File: config.mk
export PLATFORM = sky130hd
export DESIGN_NAME = mipi_tx_framer_flat
export DESIGN_NICKNAME = d
export VERILOG_FILES = /design/src/rtl/mipi_tx_framer_if.sv /design/src/rtl/mipi_tx_framer.sv /design/src/flat_wrapper.sv
export SDC_FILE = /design/constraint.sdc
export NUM_CORES = 1
export LEC_CHECK = 0
export CORE_MARGIN = 8
export CORE_UTILIZATION = 40
export DETAILED_ROUTE_END_ITERATION = 8
export HOLD_SLACK_MARGIN = 0.06
export PLACE_DENSITY = 0.61
export SLEW_MARGIN = 20
export SYNTH_ARGS = -nofsm -noshare
export SYNTH_HDL_FRONTEND = slang
export SYNTH_SLANG_ARGS = --single-unit
File: constraint.sdc
create_clock -name CAM_CLK -period 2.4 [get_ports CAM_CLK]
set_clock_uncertainty 0.2 [all_clocks]
set_input_delay 0.36 -clock CAM_CLK [delete_from_list [all_inputs] [get_ports CAM_CLK]]
set_output_delay 0.36 -clock CAM_CLK [all_outputs]
set_load 0.005 [all_outputs]
File: src/rtl/mipi_tx_framer_if.sv
// Pixel-stream input, control and link-output signals of the camera framer.
interface mipi_tx_framer_if;
    logic        START;
    logic [15:0] PIX_DATA;
    logic        PIX_VALID;
    logic        PIX_READY;
    logic [3:0]  CAM_DATA;
    logic        BUSY;
    logic        FRAME_DONE;
    logic [9:0]  LINE_IDX;
    logic        UNDERFLOW;

    // Pixel source / controller side
    modport master (
        output START, PIX_DATA, PIX_VALID,
        input  PIX_READY, CAM_DATA, BUSY, FRAME_DONE, LINE_IDX, UNDERFLOW
    );

    // Framer side
    modport slave (
        input  START, PIX_DATA, PIX_VALID,
        output PIX_READY, CAM_DATA, BUSY, FRAME_DONE, LINE_IDX, UNDERFLOW
    );
endinterface

File: src/rtl/mipi_tx_framer.sv
// Camera-side 4-lane nibble link transmitter: VSYNC once per frame, then
// HSYNC + DATA packets per line, each packet followed by idle gap nibbles.
module mipi_tx_framer #(
    parameter int unsigned LINE_PIXELS = 960,
    parameter int unsigned FRAME_LINES = 4,
    parameter int unsigned GAP_NIBBLES = 1,
    parameter logic [3:0]  IDLE_NIB    = 4'b0101
) (
    input  logic            CAM_CLK,
    input  logic            RESET_N,
    mipi_tx_framer_if.slave bus
);

    localparam int unsigned NIB_W  = 5;
    localparam int unsigned PIX_W  = 10;
    localparam int unsigned LINE_W = 10;

    localparam logic [NIB_W-1:0]  SYNC_LAST = NIB_W'(15);
    localparam logic [NIB_W-1:0]  HDR_LAST  = NIB_W'(19);
    localparam logic [NIB_W-1:0]  GAP_LAST  = NIB_W'(GAP_NIBBLES - 1);
    localparam logic [PIX_W-1:0]  PIX_LAST  = PIX_W'(LINE_PIXELS - 1);
    localparam logic [LINE_W-1:0] LINE_LAST = LINE_W'(FRAME_LINES - 1);

    localparam logic [7:0] SYNC_BYTE = 8'h1D;
    localparam logic [7:0] ID_VSYNC  = 8'h00;
    localparam logic [7:0] ID_HSYNC  = 8'h40;
    localparam logic [7:0] ID_DATA   = 8'h54;

    // S_ARM is the launch slot between START accept and the first VSYNC nibble
    typedef enum logic [3:0] {
        S_IDLE, S_ARM, S_VS_PKT, S_VS_GAP, S_HS_PKT, S_HS_GAP,
        S_DT_HDR, S_DT_PAY, S_LN_GAP
    } state_t;

    state_t              state, state_n;
    logic [NIB_W-1:0]    nib_cnt, nib_n;
    logic [1:0]          pix_nib, pix_nib_n;
    logic [PIX_W-1:0]    pix_cnt, pix_cnt_n;
    logic [LINE_W-1:0]   line_idx, line_n;
    logic [15:0]         sreg, sreg_n;
    logic [3:0]          cam_data, cam_n;
    logic                pix_ready, pix_ready_n;
    logic                busy, busy_n;
    logic                frame_done, frame_done_n;
    logic                underflow, underflow_n;

    // Header nibble idx of a sync header (bytes 00,00,1D,id) plus trailing 1111s
    function automatic logic [3:0] hdr_nib(input logic [7:0] id, input logic [NIB_W-1:0] idx);
        logic [7:0] b;
        logic [1:0] d;
        logic [3:0] n;
        case (idx[3:2])
            2'd2:    b = SYNC_BYTE;
            2'd3:    b = id;
            default: b = 8'h00;
        endcase
        case (idx[1:0])
            2'd0:    d = b[7:6];
            2'd1:    d = b[5:4];
            2'd2:    d = b[3:2];
            default: d = b[1:0];
        endcase
        case (d)
            2'b00:   n = 4'b0000;
            2'b01:   n = 4'b1100;
            2'b10:   n = 4'b0011;
            default: n = 4'b1111;
        endcase
        if (idx[4]) begin
            n = 4'b1111;
        end
        return n;
    endfunction

    // State register
    always_ff @(posedge CAM_CLK or negedge RESET_N) begin
        if (!RESET_N) begin
            state <= S_IDLE;
        end else begin
            state <= state_n;
        end
    end

    // Next-state and counter sequencing
    always_comb begin
        state_n   = state;
        nib_n     = nib_cnt;
        pix_nib_n = pix_nib;
        pix_cnt_n = pix_cnt;
        line_n    = line_idx;
        case (state)
            S_IDLE: begin
                if (bus.START) begin
                    state_n = S_ARM;
                    line_n  = '0;
                end
            end
            S_ARM: begin
                state_n = S_VS_PKT;
                nib_n   = '0;
            end
            S_VS_PKT, S_HS_PKT: begin
                if (nib_cnt == SYNC_LAST) begin
                    state_n = (state == S_VS_PKT) ? S_VS_GAP : S_HS_GAP;
                    nib_n   = '0;
                end else begin
                    nib_n = nib_cnt + NIB_W'(1);
                end
            end
            S_VS_GAP, S_HS_GAP: begin
                if (nib_cnt == GAP_LAST) begin
                    state_n = (state == S_VS_GAP) ? S_HS_PKT : S_DT_HDR;
                    nib_n   = '0;
                end else begin
                    nib_n = nib_cnt + NIB_W'(1);
                end
            end
            S_DT_HDR: begin
                if (nib_cnt == HDR_LAST) begin
                    state_n   = S_DT_PAY;
                    pix_cnt_n = '0;
                    pix_nib_n = '0;
                end else begin
                    nib_n = nib_cnt + NIB_W'(1);
                end
            end
            S_DT_PAY: begin
                if (pix_nib == 2'd3) begin
                    if (pix_cnt == PIX_LAST) begin
                        state_n = S_LN_GAP;
                        nib_n   = '0;
                    end else begin
                        pix_cnt_n = pix_cnt + PIX_W'(1);
                        pix_nib_n = 2'd0;
                    end
                end else begin
                    pix_nib_n = pix_nib + 2'd1;
                end
            end
            S_LN_GAP: begin
                if (nib_cnt == GAP_LAST) begin
                    nib_n = '0;
                    if (line_idx == LINE_LAST) begin
                        state_n = S_IDLE;
                    end else begin
                        state_n = S_HS_PKT;
                        line_n  = line_idx + LINE_W'(1);
                    end
                end else begin
                    nib_n = nib_cnt + NIB_W'(1);
                end
            end
            default: state_n = S_IDLE;
        endcase
    end

    // Next values of the registered outputs and the pixel shift register
    always_comb begin
        sreg_n       = sreg;
        underflow_n  = underflow;
        cam_n        = IDLE_NIB;
        busy_n       = (state_n != S_IDLE);
        frame_done_n = (state == S_LN_GAP) && (state_n == S_IDLE);

        if (pix_ready) begin
            sreg_n = bus.PIX_VALID ? bus.PIX_DATA : 16'h0000;
        end else if (state == S_DT_PAY) begin
            sreg_n = {sreg[11:0], 4'h0};
        end

        if ((state == S_IDLE) && bus.START) begin
            underflow_n = 1'b0;
        end else if (pix_ready && !bus.PIX_VALID) begin
            underflow_n = 1'b1;
        end

        case (state_n)
            S_VS_PKT: cam_n = hdr_nib(ID_VSYNC, nib_n);
            S_HS_PKT: cam_n = hdr_nib(ID_HSYNC, nib_n);
            S_DT_HDR: cam_n = hdr_nib(ID_DATA, nib_n);
            S_DT_PAY: cam_n = sreg_n[15:12];
            default:  cam_n = IDLE_NIB;
        endcase

        pix_ready_n = ((state_n == S_DT_HDR) && (nib_n == HDR_LAST)) ||
                      ((state_n == S_DT_PAY) && (pix_nib_n == 2'd3) && (pix_cnt_n != PIX_LAST));
    end

    // Counters, shift register and registered outputs
    always_ff @(posedge CAM_CLK or negedge RESET_N) begin
        if (!RESET_N) begin
            nib_cnt    <= '0;
            pix_nib    <= '0;
            pix_cnt    <= '0;
            line_idx   <= '0;
            sreg       <= '0;
            cam_data   <= IDLE_NIB;
            pix_ready  <= 1'b0;
            busy       <= 1'b0;
            frame_done <= 1'b0;
            underflow  <= 1'b0;
        end else begin
            nib_cnt    <= nib_n;
            pix_nib    <= pix_nib_n;
            pix_cnt    <= pix_cnt_n;
            line_idx   <= line_n;
            sreg       <= sreg_n;
            cam_data   <= cam_n;
            pix_ready  <= pix_ready_n;
            busy       <= busy_n;
            frame_done <= frame_done_n;
            underflow  <= underflow_n;
        end
    end

    assign bus.CAM_DATA   = cam_data;
    assign bus.PIX_READY  = pix_ready;
    assign bus.BUSY       = busy;
    assign bus.FRAME_DONE = frame_done;
    assign bus.LINE_IDX   = line_idx;
    assign bus.UNDERFLOW  = underflow;

endmodule

File: src/flat_wrapper.sv
// flat-port wrapper written by rule: the top's interface ports become plain ports
module mipi_tx_framer_flat 
#(
    parameter int unsigned LINE_PIXELS = 960,
    parameter int unsigned FRAME_LINES = 4,
    parameter int unsigned GAP_NIBBLES = 1,
    parameter logic [3:0]  IDLE_NIB    = 4'b0101
)
  (CAM_CLK, RESET_N, bus_START, bus_PIX_DATA, bus_PIX_VALID, bus_PIX_READY, bus_CAM_DATA, bus_BUSY, bus_FRAME_DONE, bus_LINE_IDX, bus_UNDERFLOW);
  mipi_tx_framer_if bus_i ();
  input  logic CAM_CLK;
  input  logic RESET_N;
  input wire logic [$bits(bus_i.START)-1:0] bus_START;
  input wire logic [$bits(bus_i.PIX_DATA)-1:0] bus_PIX_DATA;
  input wire logic [$bits(bus_i.PIX_VALID)-1:0] bus_PIX_VALID;
  output wire logic [$bits(bus_i.PIX_READY)-1:0] bus_PIX_READY;
  output wire logic [$bits(bus_i.CAM_DATA)-1:0] bus_CAM_DATA;
  output wire logic [$bits(bus_i.BUSY)-1:0] bus_BUSY;
  output wire logic [$bits(bus_i.FRAME_DONE)-1:0] bus_FRAME_DONE;
  output wire logic [$bits(bus_i.LINE_IDX)-1:0] bus_LINE_IDX;
  output wire logic [$bits(bus_i.UNDERFLOW)-1:0] bus_UNDERFLOW;
  assign bus_i.START = bus_START;
  assign bus_i.PIX_DATA = bus_PIX_DATA;
  assign bus_i.PIX_VALID = bus_PIX_VALID;
  assign bus_PIX_READY = bus_i.PIX_READY;
  assign bus_CAM_DATA = bus_i.CAM_DATA;
  assign bus_BUSY = bus_i.BUSY;
  assign bus_FRAME_DONE = bus_i.FRAME_DONE;
  assign bus_LINE_IDX = bus_i.LINE_IDX;
  assign bus_UNDERFLOW = bus_i.UNDERFLOW;
  mipi_tx_framer #(.LINE_PIXELS(LINE_PIXELS), .FRAME_LINES(FRAME_LINES), .GAP_NIBBLES(GAP_NIBBLES), .IDLE_NIB(IDLE_NIB)) u_core (.CAM_CLK(CAM_CLK), .RESET_N(RESET_N), .bus(bus_i));
endmodule
After elaboration in Yosys (flattened, before gate mapping). Cells that the tools add are included.

Input bits: 20. Register bits: 55. Word-level logic and storage cells: 122.

Eq/ne operators: 33. $add $sub $neg: 4. Reductions and logical operators: 23. Mux-type cells: 50.

Operator list (number): $mux W10 (6); $mux W16 (3); $mux W4 (10); $pmux W10 S2 (2); $pmux W4 S3 (3); $mux W5 (6); $eq A4 B3 Y1 const B (7); $pmux W4 S7 (1); $pmux W7 S2 (2); $pmux W5 S5 (1); $add A10 B1 Y10 const B (2); $pmux W2 S3 (3); $eq A2 B2 Y1 const B (8); $pmux W4 S4 (1); $mux W2 (7); $eq A4 B2 Y1 const B (3); $eq A10 B10 Y1 const B (1); $eq A10 B2 Y1 const B (1); $eq A5 B5 Y1 const B (2); $ne A10 B10 Y1 const B (1); $eq A2 B1 Y1 const B (4); $logic_not A2 Y1 (4); $logic_not A4 Y1 (2); $logic_and A1 B1 Y1 (6); other kinds (18) (24).

Logic depth before layout (Yosys ltp).
Depth in word-level cells: 12. Mapped depth: 11. Depth with buffers taken out: 10.

Worst setup path after synthesis. Ideal clock, no wire load.

Kind: register -> register. Start: reg u_core.nib_cnt[0]. End: reg u_core.line_idx[5], in the netlist u_core.bus.LINE_IDX[5]. Stages on the path, launching flop included: 9. Clock period less this slack: 2.599 ns. Data required time: 2.123 ns. Data arrival time: 2.322 ns. Setup slack: -0.199 ns. Path through: dfrtp_1 > inv_1 > ha_1 > or4b_1 > buf_2 > a311oi_4 > o2111ai_4 > or3_1 > a21oi_1.

Cells in the longest elaborated chain, start to end: 3.

Ends and longest elaborated chain: start, declared (RTL line mipi_tx_framer.sv:36) `logic [NIB_W-1:0] nib_cnt, nib_n;`; start signal, assigned (RTL line mipi_tx_framer.sv:203) `nib_cnt <= nib_n;`; $logic_not A5 Y1 (RTL line mipi_tx_framer.sv:141) `if (nib_cnt == GAP_LAST) begin`; $ne A2 B1 Y1 (no source line); $reduce_and A4 Y1 (no source line); end signal, assigned (RTL line mipi_tx_framer.sv:206) `line_idx <= line_n;`; end, declared (RTL line mipi_tx_framer.sv:39) `logic [LINE_W-1:0] line_idx, line_n;`.

Every way passes these cells. A chain may end at the register's enable or synchronous reset.

Worst setup path in the final report.
Start: reg u_core.nib_cnt[1]. End: reg u_core.cam_data[3], in the netlist u_core.bus.CAM_DATA[3].

Elaborated cells on any way between the ends: 49.

RTL lines: $add A5 B1 Y5, or another cell as far along; $mux W5, on equally long branches; $pmux W5 S5 (*) (RTL line mipi_tx_framer.sv:91) `case (state)`; via u_core.nib_n[1] (RTL line mipi_tx_framer.sv:36); $eq A2 B2 Y1, or another cell as far along (RTL line mipi_tx_framer.sv:57) `case (idx[1:0])`; $pmux W2 S3 (RTL line mipi_tx_framer.sv:57); $mux W2 (RTL line mipi_tx_framer.sv:177) `case (state_n)`; $eq A2 B2 Y1, or another cell as far along (RTL line mipi_tx_framer.sv:63) `case (d)`; $pmux W4 S3 (RTL line mipi_tx_framer.sv:63); $mux W4 (RTL line mipi_tx_framer.sv:69) `if (idx[4]) begin`; $pmux W4 S4 (*) (RTL line mipi_tx_framer.sv:177); via u_core.cam_n[3] (RTL line mipi_tx_framer.sv:41) `logic [3:0] cam_data, cam_n;`; end signal, assigned (RTL line mipi_tx_framer.sv:208) `cam_data <= cam_n;`; end, declared (RTL line mipi_tx_framer.sv:41).

The timed path passes the listed nets; every way through them passes the cells marked *. The select of a mux whose other input is x is not followed.

==> summary.md <==
| Metric | Value |
|---|---|
| Status | complete, but fails checks |
| Violated checks | setup timing |
| Worst setup SP type | flip-flop |
| Number of synthesized register bits | 55 |
| Fin area | 0.00468 mm² |
| CTS Buf Count | 5 |
| Syn. warnings | 0 |
| DP HPWL | 6900 µm |
| CTS root buffer | clkbuf_8 |
| P per Cell Area | 343 mW/mm² |
| R2R setup slack | -220 ps |
| RSZ-0062 raised after global routing | true |
| Sink Count | 55 |
| Relative slew slack | 66.0% |
| Worst path arrival time | 2630 ps |
| Synth Instances | 357 |
| Die W | 106 µm |
| DR iter-0 viols | 119 |
| Fin worst setup slack | -216 ps |
| Detailed-route DRC error count | 0 |
| Worst-path fanout max | 4 |
| WP data required | 2410 ps |
| Final hold vios | 0 |
| Reg2reg path depth | 10 |
| TritonRoute pass-1 iters | 4 |
| # diodes | 0 |
| Clock slew at reported path FFs | 110 ps |
| Worst Hold Class | flip-flop to flip-flop |
| Core ar. | 0.00805 mm² |
| P_leak | 0.00198 µW |
| Final Max Slew Viols | 0 |
| Gr usage total | 17.1% |
| Worst vdd ir | 0.000298 V |
| Die area | 0.0113 mm² |
| CP endpoint kind | flip-flop |
| Mapped Area | 0.00326 mm² |
| Nets | 499 |
| MaxCap Viol Count | 0 |
| WHS Path Cells | 2 |
| Post-Syn Area per Cell | 9.14 µm² |
| Fmax | 382 MHz |
| Worst slack at placement | -348 ps |
| Initial antenna violation count | 0 |
| Crit Path Category | flip-flop to flip-flop |
| Worst-margin pin slew | 509 ps |
| WL per Instance | 16.5 µm |
| Setup violations, final | 11 |
| Final Util | 58.2% |
| Most used DFF post-synth | dfrtp_1 |
| DIE HEIGHT | 106 µm |
| Cell Rows | 33 |
| Total wire length | 9540 µm |
| Remaining global-route overflow | 0 |
| Io pins | 38 |
| EDFF count, synth | 0 |
| Post-synth cell types | 68 |
| Final GP Congestion | 0.953 |
| # port buffers | 37 |
| Final min period | 2620 ps |
| Area grow syn2layout | 43.4% |
| Via count | 3158 |
| CTS tree | done |
| Drt via density | 5.46 |
| Layout cells sized above 1 | 32.3% |
| Global-route wire length before repair | 16000 µm |
| Placed inst area | 0.00430 mm² |
| Vias in the first global route | 3275 |
| Worst-Skew Late Latency | 320 ps |
| Synthesized net count | 384 |
| Sequential share of the synthesized area | 42.2% |
| Clock tree buffer depth | 2 |
| Async S/R FF share, synth | 100% |
| Setup TNS | -1160 ps |
| Final ANT Viol Nets | 0 |
| H-tree levels | 2 |
| Starting Density | 40.5% |
| Largest net degree at the start of global routing | 36 |
| Tcrit/Tclk final | 109% |
| Filler instances | 720 |
==> cell type report <==
cell class	count	area, µm²	share of cell area [%]
well taps	105	131	2.81
inverters	17	66.3	1.42
clock buffers	5	68.8	1.47
repair buffers	129	1100	23.4
multi-input cells	264	1910	40.7
clock inverters	3	33.8	0.722
flip-flops and latches	55	1380	29.4
==> through the flow <==
step                hold slack [ps]  total power [µW]  instances
detailed placement              157              1040        557
finish                          329              1600        578
global route                    354              1650        578
CTS                             337              1620        572
floorplan                      -136               977        357
global placement                154              1040        557
==> worst max-delay path: stages (launching register included) <==
cell      delay (ps)
dfrtp_1          430
inv_2            100
ha_4             140
or4b_4           490
and2_4           190
a221oi_2         230
and2_4           210
inv_4             40
o21ai_2          110
a221oi_2          90
a221o_1          270
==> layout by cell type (no fill, tap or decap), types with 5 or more instances in the layout <==
master / instances
a21oi_1: 14
and2_1: 8
and3_1: 5
buf_4: 83
buf_6: 7
clkbuf_8: 5
clkdlybuf4s50_1: 36
dfrtp_1: 53
inv_1: 12
mux2i_1: 14
nand2_1: 40
nand3_1: 14
nand4_1: 12
nor2_1: 14
nor3_1: 6
o21ai_0: 27
==> Yosys cell counts (all sizes together), types with 8 or more instances <==
library cell   n  area share (%)
nor2          16             1.8
o21ai         34             5.3
dfrtp         53              41
nand3         14             2.1
nand2         41             4.7
nor3           8             1.2
and2          10             1.9
mux2i         14             4.3
inv           17             2.0
a21oi         18             2.9
clkbuf        14             1.6
nand4         12             2.3
==> cell families (layout without fill, tap and decap cells) <==
kind of cell / count (synthesis) / after routing / share of synthesized area [%]
and+or+nand+nor: 142 / 142 / 23.9
AOI/OAI and AO/OA: 93 / 93 / 20.0
DFF: 55 / 55 / 42.2
buffers and inverters: 38 / 154 / 4.56
muxes: 16 / 16 / 4.98
adders and majority gates: 7 / 7 / 2.68
xor gates and xnor gates: 6 / 6 / 1.61
==> state kept, by name, indices dropped and copies added, names as in the netlist <==
register,flops
u_core.bus.BUSY,1
u_core.bus.CAM_DATA,4
u_core.bus.FRAME_DONE,1
u_core.bus.LINE_IDX,10
u_core.bus.PIX_READY,1
u_core.bus.UNDERFLOW,1
u_core.nib_cnt,5
u_core.pix_cnt,10
u_core.pix_nib,2
u_core.sreg,16
u_core.state,4
==> layer usage <==
layer / GRT usage [%] / part of all wire (%) / up-vias
met2: 29.4 / 50 / 66
met1: 21.6 / 45 / 1543
met4: 5.03 / 1.4 / 0
met3: 2.72 / 4.1 / 11
li1: - / - / 1538
met5: 0 / 0 / -
==> power by group <==
| group | switching, µW | internal, µW |
|---|---|---|
| Clock | 362 | 223 |
| Sequential | 6.89 | 941 |
| Combinational | 32.2 | 39.3 |
| Total | 401 | 1200 |
==> worst paths after layout <==
check                                          to                  from
setup / recovery           u_core.bus.CAM_DATA[3]     u_core.nib_cnt[1]
hold / removal               u_core.bus.UNDERFLOW  u_core.bus.UNDERFLOW
hold reg to reg              u_core.bus.UNDERFLOW  u_core.bus.UNDERFLOW
min in group asynchronous       u_core.pix_cnt[6]               RESET_N
setup reg to reg           u_core.bus.CAM_DATA[3]     u_core.nib_cnt[1]
max in group asynchronous  u_core.bus.CAM_DATA[2]               RESET_N
==> timing repair <==
action	in CTS	in global routing
endpoints found under the setup margin	15	15
endpoints found under the hold margin	20	0
pin swaps	16	14
gates resized for setup	35	17
setup buffers	7	8
gates cloned	0	0
hold buffers	1	0
No activity file was read; power rests on OpenSTA's default activity.
